<file path="src/rtl/fft_reorder_pkg.sv">
// Shared constants and helpers for the 8-point FFT output reorder buffer.
package fft_reorder_pkg;

  localparam int N_POINTS    = 8;
  localparam int LOG2N       = 3;
  localparam int NB_DATA_DEF = 12;
  localparam int NB_AXIS_DEF = 2 * NB_DATA_DEF;

  function automatic logic [LOG2N-1:0] bitrev3(
    input logic [LOG2N-1:0] a
  );
    return {a[0], a[1], a[2]};
  endfunction

endpackage

</file>
<file path="src/rtl/fft_reorder_bank.sv">
// 8-entry register file: one write port, one combinational read port.
module fft_reorder_bank
  import fft_reorder_pkg::*;
#(
  parameter int W = NB_AXIS_DEF
) (
  input  logic             clk,
  input  logic             rst_n,
  input  logic             we,
  input  logic [LOG2N-1:0] waddr,
  input  logic [W-1:0]     wdata,
  input  logic [LOG2N-1:0] raddr,
  output logic [W-1:0]     rdata
);

  logic [W-1:0] mem [N_POINTS];

  always_ff @(posedge clk or negedge rst_n) begin
    if (!rst_n) begin
      for (int i = 0; i < N_POINTS; i++) begin
        mem[i] <= '0;
      end
    end else if (we) begin
      mem[waddr] <= wdata;
    end
  end

  assign rdata = mem[raddr];

endmodule

</file>
<file path="src/rtl/fft_mdc_out_reorder.sv">
// Ping-pong bit-reversed to natural-order AXIS reorder buffer.
// Optional tlast framing check: FFT_REORDER_TLAST_CHECK_EN.
module fft_mdc_out_reorder
  import fft_reorder_pkg::*;
#(
  parameter int NB_DATA = NB_DATA_DEF
) (
  input  logic                 i_clk,
  input  logic                 i_rst_n,
  input  logic                 s_axis_data_tvalid,
  input  logic [2*NB_DATA-1:0] s_axis_data_tdata,
  input  logic                 s_axis_data_tlast,
  output logic                 s_axis_data_tready,
  output logic                 m_axis_data_tvalid,
  output logic [2*NB_DATA-1:0] m_axis_data_tdata,
  output logic                 m_axis_data_tlast,
  input  logic                 m_axis_data_tready,
  output logic                 o_frame_err
);

  localparam int NB_BEAT = 2 * NB_DATA;

  logic             r_run;
  logic             wr_bank;
  logic [LOG2N-1:0] wr_cnt;
  logic             rd_bank;
  logic [LOG2N-1:0] rd_cnt;
  logic [1:0]       full;
  logic [1:0]       full_nxt;
  logic             s_acc;
  logic             m_acc;
  logic             wr_last;
  logic             rd_last;
  logic             abort;
  logic [NB_BEAT-1:0] rdata [2];

  assign s_axis_data_tready = r_run & ~full[wr_bank];
  assign s_acc   = s_axis_data_tvalid & s_axis_data_tready;
  assign m_acc   = m_axis_data_tvalid & m_axis_data_tready;
  assign wr_last = (wr_cnt == LOG2N'(N_POINTS - 1));
  assign rd_last = (rd_cnt == LOG2N'(N_POINTS - 1));

`ifdef FFT_REORDER_TLAST_CHECK_EN
  logic err_q;

  assign abort = s_acc & s_axis_data_tlast & ~wr_last;

  always_ff @(posedge i_clk or negedge i_rst_n) begin
    if (!i_rst_n) begin
      err_q <= 1'b0;
    end else begin
      err_q <= abort | (s_acc & wr_last & ~s_axis_data_tlast);
    end
  end

  assign o_frame_err = err_q;
`else
  logic unused_tlast;

  assign unused_tlast = s_axis_data_tlast;
  assign abort        = 1'b0;
  assign o_frame_err  = 1'b0;
`endif

  for (genvar b = 0; b < 2; b++) begin : g_bank
    fft_reorder_bank #(
      .W(NB_BEAT)
    ) u_bank (
      .clk  (i_clk),
      .rst_n(i_rst_n),
      .we   (s_acc & (wr_bank == 1'(b))),
      .waddr(bitrev3(wr_cnt)),
      .wdata(s_axis_data_tdata),
      .raddr(rd_cnt),
      .rdata(rdata[b])
    );
  end

  // Set and clear never hit the same bank, so order does not matter.
  always_comb begin
    full_nxt = full;
    if (m_acc && rd_last) begin
      full_nxt[rd_bank] = 1'b0;
    end
    if (s_acc && wr_last && !abort) begin
      full_nxt[wr_bank] = 1'b1;
    end
  end

  always_ff @(posedge i_clk or negedge i_rst_n) begin
    if (!i_rst_n) begin
      r_run   <= 1'b0;
      wr_bank <= 1'b0;
      wr_cnt  <= '0;
      rd_bank <= 1'b0;
      rd_cnt  <= '0;
      full    <= '0;
    end else begin
      r_run <= 1'b1;
      full  <= full_nxt;
      if (s_acc) begin
        if (abort) begin
          wr_cnt <= '0;
        end else if (wr_last) begin
          wr_cnt  <= '0;
          wr_bank <= ~wr_bank;
        end else begin
          wr_cnt <= wr_cnt + 1'b1;
        end
      end
      if (m_acc) begin
        if (rd_last) begin
          rd_cnt  <= '0;
          rd_bank <= ~rd_bank;
        end else begin
          rd_cnt <= rd_cnt + 1'b1;
        end
      end
    end
  end

  assign m_axis_data_tvalid = full[rd_bank];
  assign m_axis_data_tdata  = rdata[rd_bank];
  assign m_axis_data_tlast  = m_axis_data_tvalid & rd_last;

endmodule
</file>
<file path="config.mk">
export PLATFORM = sky130hd
export DESIGN_NAME = fft_mdc_out_reorder
export DESIGN_NICKNAME = d
export VERILOG_FILES = /design/src/rtl/fft_reorder_pkg.sv /design/src/rtl/fft_reorder_bank.sv /design/src/rtl/fft_mdc_out_reorder.sv
export SDC_FILE = /design/constraint.sdc
export NUM_CORES = 1
export LEC_CHECK = 0
export ABC_AREA = 0
export CORE_ASPECT_RATIO = 1.75
export CORE_MARGIN = 5
export CORE_UTILIZATION = 52
export CTS_BUF_LIST = sky130_fd_sc_hd__clkbuf_4 sky130_fd_sc_hd__clkbuf_8
export CTS_CLUSTER_DIAMETER = 30
export DETAILED_ROUTE_END_ITERATION = 6
export DONT_BUFFER_PORTS = 1
export PLACE_DENSITY = 0.67
export RECOVER_POWER = 25
export SYNTH_ARGS = -nofsm -noshare
export SYNTH_HDL_FRONTEND = slang
export SYNTH_SLANG_ARGS = --single-unit
export TNS_END_PERCENT = 100
</file>
<file path="constraint.sdc">
create_clock -name i_clk -period 2.6 [get_ports i_clk]
set_input_delay 0.78 -clock i_clk [delete_from_list [all_inputs] [get_ports i_clk]]
set_output_delay 0.78 -clock i_clk [all_outputs]
set_load 0.05 [all_outputs]
</file>
==> results summary, run 1 <==
The run finished, with violations left. The final reports fail on hold timing, setup timing. On the critical path the largest part of the delay comes from buffers and inverters. The count of boundary I/O pins came out at 57. The count of routing violations after the opening detailed-route iteration is 626.

The largest vdd supply drop is 0.0007955 V. The warning count from the yosys run came out at 0. The initial core utilization is 0.5246.

The sort of element at the start of the critical path is a flop. The time the worst path needs with I/O delays and setup came out at 3.177 ns. The number of iterations in the first detailed-routing pass is 5. The area growth from synthesis to layout came out at 18.77%. The clock tree from TritonCTS is done.

Of the total power, combinational logic draws 0.450. The worst relative slew slack came out at 0.4893. For this design the ratio of total power to cell area is 1326 nW/um2. Overall power consumption after layout is estimated at 28.37 mW. Across all register-to-register paths, the minimum setup slack is 0.57 ns. The final clock skew came out at 0.03524 ns. The final weighted congestion in routability-driven placement is 0.7640. The delay of the slowest critical-path stage came out at 0.50 ns. In the post-route analysis, the smallest setup slack over all paths is -0.5767 ns.

The count of final hold-check violations came out at 251. The tree built by TritonCTS fans out to 395 sinks. The net switching power of the design is 9.815 mW. Summing every instance area after synthesis gives 18,020 um2. The post-synthesis sequential area ratio is 0.5486. The number of different library cells in the post-synthesis netlist is 33. Clock latency on the worst-skew pair, taken at its later pin, is 0.62 ns. The die span in x is 150.7 um. The number of max-slew violations in the final report is 0. The detailed-route wire length is 44.17 mm. Setup repair after global routing could not meet its margin everywhere. The number of routed nets with antenna violations is 0. The number of standard cells in the layout, taps in and fillers out came out at 1,822. The worst setup path is of the reg -> out kind. The worst hold slack across all endpoints came out at -0.1230 ns. The slew at the pin with the worst max-slew slack came out at 0.7661 ns. The total of fill cells in the finished design came out at 2,583.

The floorplan has 90 rows. The initial antenna violation count is 1. Cell internal power was estimated by the tool at 18.55 mW. Counting cells, the worst reg-to-reg path comes to 5. The share of post-route cells with drive strength above 1 came out at 0.5511. Of the total power, the share spent switching nets is 0.3460. The portion of total power attributed to the clock network came out at 0.199. The final net count came out at 1,347. The floorplan step defined a die boundary enclosing 38,620 um2. The number of cells produced by synthesis is 1,209. The data arrival time at the worst-slack endpoint is 2.40 ns. Walking the worst path, the cells encountered are buf_6 -> buf_16 -> buf_12 -> mux2i_1 -> a22oi_1 -> nand3_1 -> nand2_2 -> buf_8. The global router's overall resource usage is 0.2340. Dividing the final minimum period by the clock period gives 1.222. The path class of the tightest hold or removal check is in -> async. The global-route congestion overflow total came out at 0. Before CTS, the worst setup slack after placement is -0.1422 ns. The global-route wire length before repair is 68.34 mm. The worst endpoint required time is 1.82 ns. After detailed routing, the number of remaining DRC violations is 0. The height of the die is 256.2 um. The standard cell with the maximum stage delay on the critical path is sky130_fd_sc_hd__dfrtp_4. The instance count after placement with tap cells included came out at 1,672. Buffers inserted during clock tree synthesis total 66.

When the netlist entered floorplanning its net count stood at 1,246. The half-perimeter wire length after detailed placement is 26.04 mm. The total stage count of the critical path is 8. The clock transition time at the flip-flop clock pins of the worst setup and hold paths is 0.06 ns.

The via count of the first global-routing pass was 11,660. The maximum clock rate is 0.3148 GHz. The sequential power share came out at 0.350. The count of buffering cells on the critical path with inverters included is 4. The wire length per cell came out at 24.24 um. The analysis attributes to cell leakage a power of 9.975 nW. The cell at the root of the clock tree is sky130_fd_sc_hd__clkbuf_8. Setup violations remaining at the end of the flow were counted as 25. The number of H-tree levels came out at 3. Entering global routing, the biggest net connects 396 pins. STA classifies the critical path endpoint as a primary output. Counting flops and latches in the post-synthesis netlist gives 395. The routed layout has 10,670 vias.

The maximum fanout count along the critical path came out at 11. Max-cap violations in this run came to 0. The average cell area after synthesis came out at 14.90 um2. The maximum root-to-sink buffer count came out at 3.

The area of the placeable core is 34,350 um2. The count of input and output buffers is 0. The mean number of vias per cell is 5.856.
==> power by group through the flow <==
stage / logic (mW) / clock network (mW) / registers, mW
floorplan: 7.91 / 0 / 9.57
global placement: 11.0 / 0 / 9.86
detailed placement: 11.2 / 0 / 10.0
CTS: 12.2 / 5.80 / 9.96
global route: 13.6 / 6.09 / 10.2
finish: 12.8 / 5.65 / 9.94
==> metrics by stage <==
stage               TNS [ns]  hold WS, ns  area [um2]    util
floorplan                  0       0.4524       18030       -
global placement     -0.6423       0.4619       19220  0.5595
detailed placement   -0.6614       0.4692       19220  0.5595
CTS                   -14.03      -0.1615       21050  0.6128
global route          -14.42      -0.1590       21400  0.6230
finish                -12.48      -0.1230       21400  0.6230
==> cell families after synthesis <==
family | count (synthesis) | synth area share
xor gates and xnor gates | 2 | 0.0009725
DFF | 395 | 0.5486
adders and majority gates | 8 | 0.005556
buffers and inverters | 105 | 0.02764
AOI/OAI and AO/OA | 81 | 0.03236
other | 2 | 0.0004169
muxes | 529 | 0.3583
and+or+nand+nor | 87 | 0.02611
==> worst paths after layout <==
check,start,endpoint
max in group asynchronous,i_rst_n,rd_cnt[0]
setup reg to reg,full[1],g_bank[1].u_bank.mem[35]
hold reg to reg,g_bank[0].u_bank.mem[27],g_bank[0].u_bank.mem[27]
setup / recovery,rd_cnt[0],m_axis_data_tdata[10]
min in group i_clk,s_axis_data_tdata[3],g_bank[0].u_bank.mem[27]
hold / removal,i_rst_n,g_bank[0].u_bank.mem[171]
==> metal layers <==
layer  vias to the layer above  GRT usage  wire (um)
met5                         -          0          0
met4                         0    0.08649       1224
met3                        90    0.04629       1958
met2                       226     0.3901      23160
met1                      5677     0.3031      17830
li1                       4677          -          -
==> flip-flops by register name, summed over array words and instances (netlist names) <==
| name | cells |
|---|---|
| full | 2 |
| wr_bank | 1 |
| rd_cnt | 3 |
| wr_cnt | 3 |
| g_bank.u_bank.mem | 384 |
| r_run | 1 |
| rd_bank | 1 |
==> synth_stat cells (all sizes together) <==
library cell,number,area share
a21o,2,0.00083
a22oi,69,0.029
and2,6,0.0021
and3,1,0.00035
buf,46,0.015
clkbuf,54,0.011
conb,2,0.00042
dfrtp,395,0.55
ha,8,0.0056
inv,5,0.0010
mux2,387,0.24
mux2i,91,0.051
mux4,51,0.064
nand2,35,0.0073
nand3,26,0.0089
nand3b,1,0.00042
nand4,1,0.00035
nor2,5,0.0010
nor2b,4,0.0014
nor3,3,0.00083
nor3b,2,0.0021
nor4,2,0.0010
o21ai,10,0.0028
or3,1,0.00035
xnor2,2,0.00097
==> cell usage in the layout, fill, tap and decap left out, types with 3 or more instances in the layout <==
master	n
sky130_fd_sc_hd__clkbuf_8	80
sky130_fd_sc_hd__inv_6	3
sky130_fd_sc_hd__mux2_1	4
sky130_fd_sc_hd__clkinvlp_4	3
sky130_fd_sc_hd__a22oi_1	43
sky130_fd_sc_hd__mux2_2	372
sky130_fd_sc_hd__buf_4	61
sky130_fd_sc_hd__mux2i_1	89
sky130_fd_sc_hd__nand3_1	22
sky130_fd_sc_hd__inv_1	5
sky130_fd_sc_hd__o21ai_0	5
sky130_fd_sc_hd__buf_12	31
sky130_fd_sc_hd__mux2_4	11
sky130_fd_sc_hd__nand2_2	10
sky130_fd_sc_hd__clkinv_2	12
sky130_fd_sc_hd__and2_1	4
sky130_fd_sc_hd__buf_6	30
sky130_fd_sc_hd__mux4_2	51
sky130_fd_sc_hd__ha_1	6
sky130_fd_sc_hd__nand2_1	24
sky130_fd_sc_hd__buf_8	6
sky130_fd_sc_hd__clkbuf_4	18
sky130_fd_sc_hd__dfrtp_1	392
sky130_fd_sc_hd__a22oi_2	26
sky130_fd_sc_hd__nor3_1	3
sky130_fd_sc_hd__buf_16	3
sky130_fd_sc_hd__o21ai_2	3
==> final cells by class <==
type,count,area (um2),area share
diodes,1,2.502,0.0001169
clock buffers,98,1236,0.05777
clock inverters,21,137.6,0.006432
inverters,5,18.77,0.0008771
multi-input cells,709,7898,0.3691
flip-flops and latches,395,9891,0.4622
well taps,460,575.6,0.02690
repair buffers,133,1639,0.07660
==> repair_timing <==
action / in CTS / in global routing
setup endpoints to repair: 26 / 27
gates resized for setup: 67 / 53
buffers inserted: 11 / 17
hold endpoints to repair: 395 / 373
cloned: 3 / 2
pin swaps: 15 / 48
Note: power is estimated with default switching activity, not from simulation.
==> inputs of run 2 (changes only) <==
--- a/config.mk
+++ b/config.mk
@@ -8,12 +8,12 @@
 export ABC_AREA = 0
 export CORE_ASPECT_RATIO = 1.75
 export CORE_MARGIN = 5
-export CORE_UTILIZATION = 52
+export CORE_UTILIZATION = 57
 export CTS_BUF_LIST = sky130_fd_sc_hd__clkbuf_4 sky130_fd_sc_hd__clkbuf_8
 export CTS_CLUSTER_DIAMETER = 30
 export DETAILED_ROUTE_END_ITERATION = 6
 export DONT_BUFFER_PORTS = 1
-export PLACE_DENSITY = 0.67
+export PLACE_DENSITY = 0.72
 export RECOVER_POWER = 25
 export SYNTH_ARGS = -nofsm -noshare
 export SYNTH_HDL_FRONTEND = slang
==> results summary, run 2 (synthesis results as in run 1) <==
The storage element area is 9892 um2. The count of standard-cell rows came out at 86. The final net count came out at 1,323. The run finished, with violations left. The tightest min-delay check is of the in -> async type.

In the final layout, the share of cells above drive strength 1 is 0.5413. The worst relative slew slack is 0.09940. The worst path in the final design needs a cycle of 3.231 ns, including I/O delays and setup. The remaining design rule violation count is 0. Global routing finished with a remaining overflow of 0.

The H-tree was split into 2 levels. The final number of setup-violating endpoints is 26. Derived from the worst setup path, the maximum achievable clock frequency is 0.3095 GHz. For this design the ratio of total power to cell area is 1329 nW/um2. The total via count after detailed routing is 10,550. STA classifies the critical path endpoint as a primary output. For the worst setup path, the data required time is 1.82 ns. The delay of the slowest critical-path stage came out at 0.49 ns. By instance count, the cell type seen most on the critical path is sky130_fd_sc_hd__buf_12. Across the run, the number of max-cap violations was 0. Clock-pin slew was measured on the worst setup and hold paths at 0.06 ns. The number of max-slew violations in the final report came out at 0.

For this run, the total global-route usage over all layers was measured as 0.2537. The final clock skew came out at 0.02705 ns. The instance count after placement with tap cells included is 1,603.

The slew at the pin with the worst max-slew slack is 1.351 ns. The via count of the first global-routing pass came out at 11,740. The number of routed nets with antenna violations came out at 0.

Walking the worst path, the cells encountered are buf_12 -> buf_12 -> buf_12 -> mux4_2 -> a22oi_2 -> o21ai_2 -> buf_12. The register with the most flip-flops in the final layout is g_bank.u_bank.mem. The power after layout came out at 28.11 mW. Pin placement for this block handled 57 I/O pins. The flip-flop count of the largest register after layout came out at 384. The half-perimeter wire length after detailed placement came out at 25.35 mm.

The most common cell after layout, fill and taps aside is sky130_fd_sc_hd__dfrtp_1. Grouping stages by cell kind, the critical path spends the most delay in buffers and inverters. Relative to the synthesized area, the layout overhead comes to 17.42%. The footprint of the multi-input gates is 7900 um2. The wire length per cell came out at 24.96 um.

The total of fill cells in the finished design came out at 2,228. The largest vdd supply drop came out at 0.0009538 V. The worst hold slack across all endpoints came out at -0.1533 ns. Excluding fillers, the count of instances in the completed layout stands at 1,729. The utilization after layout came out at 0.6733. The critical path is of the reg -> out type.

The standard cell with the maximum stage delay on the critical path is sky130_fd_sc_hd__dfrtp_4. Dividing the detail-routed via count by the number of cells gives 6.103. The maximum fanout count along the critical path came out at 6.

The count of buffering cells on the critical path with inverters included is 4. In this run the critical register-to-register path is captured at g_bank[1].u_bank.mem[33]. The maximum number of pins on one net before global-route repair came out at 396. The final weighted congestion in routability-driven placement is 0.7541. Across all register-to-register paths, the minimum setup slack is 0.33 ns. The first TritonRoute pass finished after 4 iterations. The initial core utilization came out at 0.5734. Counting every sink on the clock net gives 395.

For this block, the routed nets add up to 43.15 mm of wire. The sort of element at the start of the critical path is a flop. TritonCTS built the clock tree. The initial antenna violation count is 1.

Data arrives at the worst endpoint at 2.45 ns. The path depth of the worst reg2reg path came out at 4. In the finished design, the share of the clock period the worst path needs comes to 1.243. The count of routing violations after the opening detailed-route iteration came out at 513. The reported leakage power came out at 9.876 nW. Buffers inserted during clock tree synthesis total 58. The core region is 31,420 um2. The total die area is 35,400 um2. The first global-routing pass estimated 67.94 mm of wire. The largest registers in the layout are g_bank.u_bank.mem: 384 flops, rd_cnt: 3 flops, wr_cnt: 3 flops. The library cells used most frequently in the layout, excluding fill and tap cells, are sky130_fd_sc_hd__dfrtp_1 (391), sky130_fd_sc_hd__mux2_2 (372), sky130_fd_sc_hd__mux2i_1 (91), sky130_fd_sc_hd__clkbuf_8 (78), sky130_fd_sc_hd__buf_4 (53). Counting along the longest clock path gives a buffer depth of 3. For the worst-skew pair, the clock arrives at the later sink with an insertion delay of 0.62 ns. The final reports fail on hold timing, setup timing.

The die is 144.4 um wide. In this run the critical register-to-register path is launched from full[1]. The tree is rooted in a sky130_fd_sc_hd__clkbuf_8. The count of final hold-check violations was 79. The post-route worst setup slack came out at -0.6308 ns. Setup repair after global routing could not meet its margin everywhere.

In this run the tool buffered the top-level ports with 0 buffer cells. The floorplan step set the die height to 245.2 um.
[run 2: cell count changes in the layout (fill, tap and decap cells not counted), sizes merged]
cell | previous run | this run
buf | 131 | 116
clkinv | 14 | 5
clkbuf | 100 | 96
bufinv | 0 | 3
inv | 9 | 6
clkinvlp | 3 | 2
[run 2: cell type report]
cell class | instances | area share
clock buffers | 95 | 0.05678
repair buffers | 117 | 0.07103
clock inverters | 11 | 0.006742
multi-input cells | 709 | 0.3734
well taps | 396 | 0.02342
diodes | 1 | 0.0001183
flip-flops and latches | 395 | 0.4676
inverters | 5 | 0.0008872
[run 2: through the flow]
step | worst slack (ns) | setup TNS (ns) | area, um2
finish | -0.6308 | -12.93 | 21160
global route | -0.6913 | -15.22 | 21160
CTS | -0.6673 | -14.46 | 21060
detailed placement | -0.2102 | -1.346 | 19110
global placement | -0.1820 | -1.248 | 19110
floorplan | 0.01121 | 0 | 18030
[run 2: worst reg2reg max path: stages (launching register included)]
cell and delay (ns):
sky130_fd_sc_hd__dfrtp_1 0.45, sky130_fd_sc_hd__mux2i_1 0.29, sky130_fd_sc_hd__and3_1 0.41, sky130_fd_sc_hd__nand3_4 0.50, sky130_fd_sc_hd__mux2_2 0.49
[run 2: timing repair]
item | in CTS | in global routing
endpoints found under the hold margin | 395 | 395
gates cloned | 4 | 1
endpoints found under the setup margin | 26 | 26
gates resized for setup | 96 | 16
pin swaps | 41 | 24
buffers inserted | 13 | 2
[run 2: worst max-delay path by stage]
| stage | startpoint | endpoint | slack [ns] | cells past startpoint |
|---|---|---|---|---|
| final | rd_cnt[0] | m_axis_data_tdata[13] | -0.63 | 7 |
| after global routing | rd_cnt[0] | m_axis_data_tdata[9] | -0.69 | 6 |
| after CTS | rd_cnt[0] | m_axis_data_tdata[13] | -0.67 | 7 |
| after detailed placement | rd_cnt[0] | m_axis_data_tdata[17] | -0.21 | 5 |
| after global placement | rd_cnt[0] | m_axis_data_tdata[17] | -0.18 | 5 |
| after floorplan | rd_cnt[1] | m_axis_data_tdata[22] | 0.01 | 7 |
[run 2: report_power, final]
group / switching (mW) / internal (mW) / total, mW / leakage (nW)
combinational: 5.94 / 6.63 / 12.6 / 4.01
clock: 2.37 / 3.22 / 5.59 / 0.706
sequential: 1.27 / 8.68 / 9.95 / 5.16
[run 2: layer usage]
| metal | vias up | routed length (um) | global-route usage |
|---|---|---|---|
| li1 | 4618 | - | - |
| met1 | 5590 | 16300 | 0.3012 |
| met2 | 227 | 23410 | 0.4459 |
| met3 | 117 | 1489 | 0.04327 |
| met4 | 0 | 1950 | 0.1129 |
| met5 | - | 0 | 0 |
==> inputs of run 3 (changes only) <==
--- a/config.mk
+++ b/config.mk
@@ -7,7 +7,7 @@
 export LEC_CHECK = 0
 export ABC_AREA = 0
 export CORE_ASPECT_RATIO = 1.75
-export CORE_MARGIN = 5
+export CORE_MARGIN = 1.5
 export CORE_UTILIZATION = 57
 export CTS_BUF_LIST = sky130_fd_sc_hd__clkbuf_4 sky130_fd_sc_hd__clkbuf_8
 export CTS_CLUSTER_DIAMETER = 30
==> results summary, run 3 (synthesis results as in run 1) <==
The count of standard-cell rows came out at 86. The count of boundary I/O pins is 57. The slowest stage of the critical path belongs to the cell sky130_fd_sc_hd__mux4_2. The total of fill cells in the finished design came out at 2,211. At the end of the flow, the number of nets in the layout was 1,329. The sequential cells in the finished layout cover a total of 9892 um2.

The largest registers in the layout are g_bank.u_bank.mem: 384 flops, rd_cnt: 3 flops, wr_cnt: 3 flops. TritonCTS built the clock tree. Dividing the final minimum period by the clock period gives 1.211. The worst hold slack across all endpoints came out at -0.1406 ns. In this run, the number of DRC markers left after iteration 0 of detailed routing was 593. The delay of the slowest critical-path stage is 0.52 ns. STA classifies the critical path endpoint as a primary output. The die covers 32,720 um2. The wire length per cell is 24.80 um.

The die span in x is 137.4 um. From bottom edge to top edge, the die measures 238.2 um. The maximum root-to-sink buffer count came out at 3.

At the later pin of the worst-skew pair, clock insertion delay measures 0.62 ns. The initial antenna violation count came to 1. The final number of setup-violating endpoints came out at 25.

Summing all placed instances gives a cell area of 19,000 um2. In this run the standard cell core region covers 31,310 um2. After clock tree synthesis, the clock-pin slew on the worst setup and hold paths is 0.06 ns. The count of final hold-check violations is 79. The remaining design rule violation count came out at 0. The finished layout holds 1,733 standard cells, fillers aside. Wires add up to 42.98 mm. The worst relative slew slack is 0.1300. The register name with the most flops is g_bank.u_bank.mem.

The number of iterations in the first detailed-routing pass came out at 5. By startpoint and endpoint, the worst setup path is classified as reg -> out. For this run, the top clock speed supported by timing is 0.3177 GHz.

The total via count after detailed routing came out at 10,600. TritonCTS created 67 clock buffers. The cell at the root of the clock tree is sky130_fd_sc_hd__clkbuf_8.

The checks that failed: hold timing, setup timing. For this run, the total global-route usage over all layers was measured as 0.2785. The data arrival time at the worst-slack endpoint came out at 2.37 ns.

VDD sags by at most 0.0009760 V. Power spread over the standard cell area amounts to 1338 nW/um2. The post-route worst setup slack is -0.5479 ns. The via count of the first global-routing pass came out at 11,530. For this run the aggregate overflow at the end of global routing stands at 0.

The worst hold-check path type is in -> async. The sort of element at the start of the critical path is a flop. Setup repair after global routing could not meet its margin everywhere.

The number of max-slew violations in the final report is 0. The critical path goes through buf_12 -> buf_8 -> mux4_2 -> a22oi_1 -> nand2_1 -> buf_6. The maximum number of pins on one net before global-route repair came out at 396.

The flip-flop count of the largest register after layout is 384. The most common cell after layout, fill and taps aside is sky130_fd_sc_hd__dfrtp_1. Summing all multi-input logic gate instances after layout gives 7868 um2. The maximum fanout count along the critical path came out at 11. The number of max-cap violations came out at 0. The final clock skew came out at 0.03098 ns. The flow ran to the end, but the final reports show violations.

The final weighted congestion in routability-driven placement is 0.7225. The number of routed nets with antenna violations is 0. Using the TritonRoute via totals, the vias-per-cell ratio works out to 6.116. The number of H-tree levels is 3. At the pin with the least slew margin, the transition time is 1.305 ns. For this configuration, the core starts out at a cell density of 0.5754. The count of input and output buffers came out at 0. In the final layout, the share of cells above drive strength 1 is 0.5397. The library cells used most frequently in the layout, excluding fill and tap cells, are sky130_fd_sc_hd__dfrtp_1 (391), sky130_fd_sc_hd__mux2_2 (373), sky130_fd_sc_hd__mux2i_1 (90), sky130_fd_sc_hd__clkbuf_8 (77). Counting tap cells, the placed design contains a total of 1,598 instances. The smallest clock period supported by the final layout is computed as 3.148 ns.

The worst endpoint required time is 1.82 ns. Detailed placement ended at an HPWL of 24.63 mm. The area growth from synthesis to layout is 17.21%. The global-route wire length before repair is 66.70 mm. The reported leakage power came out at 9.850 nW. The number of sinks driven by the clock tree came out at 395. After routing the design area is 21,120 um2.
-- run 3: cell count changes in the layout (fill, tap and decap cells not counted), sizes merged --
cell / delta
buf: -2
inv: +3
clkbuf: -2
bufinv: +2
clkinvlp: +3
-- run 3: final timing paths --
path                       slack, ns                   endpoint  cells past startpoint                      from
setup / recovery               -0.55      m_axis_data_tdata[21]                      6                 rd_cnt[0]
hold / removal                 -0.14  g_bank[0].u_bank.mem[119]                      0                   i_rst_n
setup reg to reg                0.49   g_bank[1].u_bank.mem[12]                      5                   full[0]
hold reg to reg                 0.49   g_bank[0].u_bank.mem[27]                      1  g_bank[0].u_bank.mem[27]
max in group asynchronous       1.67  g_bank[0].u_bank.mem[163]                      0                   i_rst_n
min in group i_clk              0.30   g_bank[0].u_bank.mem[14]                      1     s_axis_data_tdata[14]
-- run 3: through the flow --
stage,total power [mW],setup slack (ns),util,TNS [ns]
4_1_cts,28.17,-0.6315,0.6695,-13.80
3_5_place_dp,20.98,-0.1603,0.6068,-0.9426
6_report,28.26,-0.5479,0.6744,-11.60
3_3_place_gp,20.59,-0.1942,0.6068,-0.9871
5_1_grt,29.64,-0.6183,0.6744,-13.53
2_1_floorplan,17.48,0.01121,-,0
-- run 3: final cells by class --
type	instances	area share
Clock inverter	19	0.01191
Sequential cell	395	0.4684
Antenna cell	1	0.0001185
Multi-Input combinational cell	709	0.3726
Tap cell	396	0.02346
Clock buffer	94	0.05623
Inverter	5	0.0008888
Timing Repair Buffer	114	0.06636
-- run 3: worst max-delay path, delay by kind of cell, from the launching register on --
family / cells / cell delay (ns)
AO/OA/AOI/OAI: 1 / 0.19
flip-flops: 1 / 0.43
multiplexers: 1 / 0.52
buffers and inverters: 3 / 0.52
AND/OR/NAND/NOR: 1 / 0.09
-- run 3: timing repair --
action	CTS	global route
setup buffers	8	12
endpoints found under the hold margin	395	395
cloned	5	0
resized for setup	77	36
pin swaps	32	32
setup endpoints to repair	26	26
-- run 3: power breakdown --
| group | total [mW] | switching (mW) | internal, mW |
|---|---|---|---|
| combinational | 12.3 | 5.85 | 6.45 |
| clock | 6.00 | 2.53 | 3.46 |
| sequential | 9.96 | 1.28 | 8.68 |
-- run 3: per-layer routing --
layer / track usage / part of all wire / vias to the layer above
met5: 0 / 0 / -
met4: 0.1180 / 0.033 / 0
met3: 0.05587 / 0.044 / 84
met2: 0.4636 / 0.52 / 240
met1: 0.3526 / 0.40 / 5655
li1: - / - / 4620
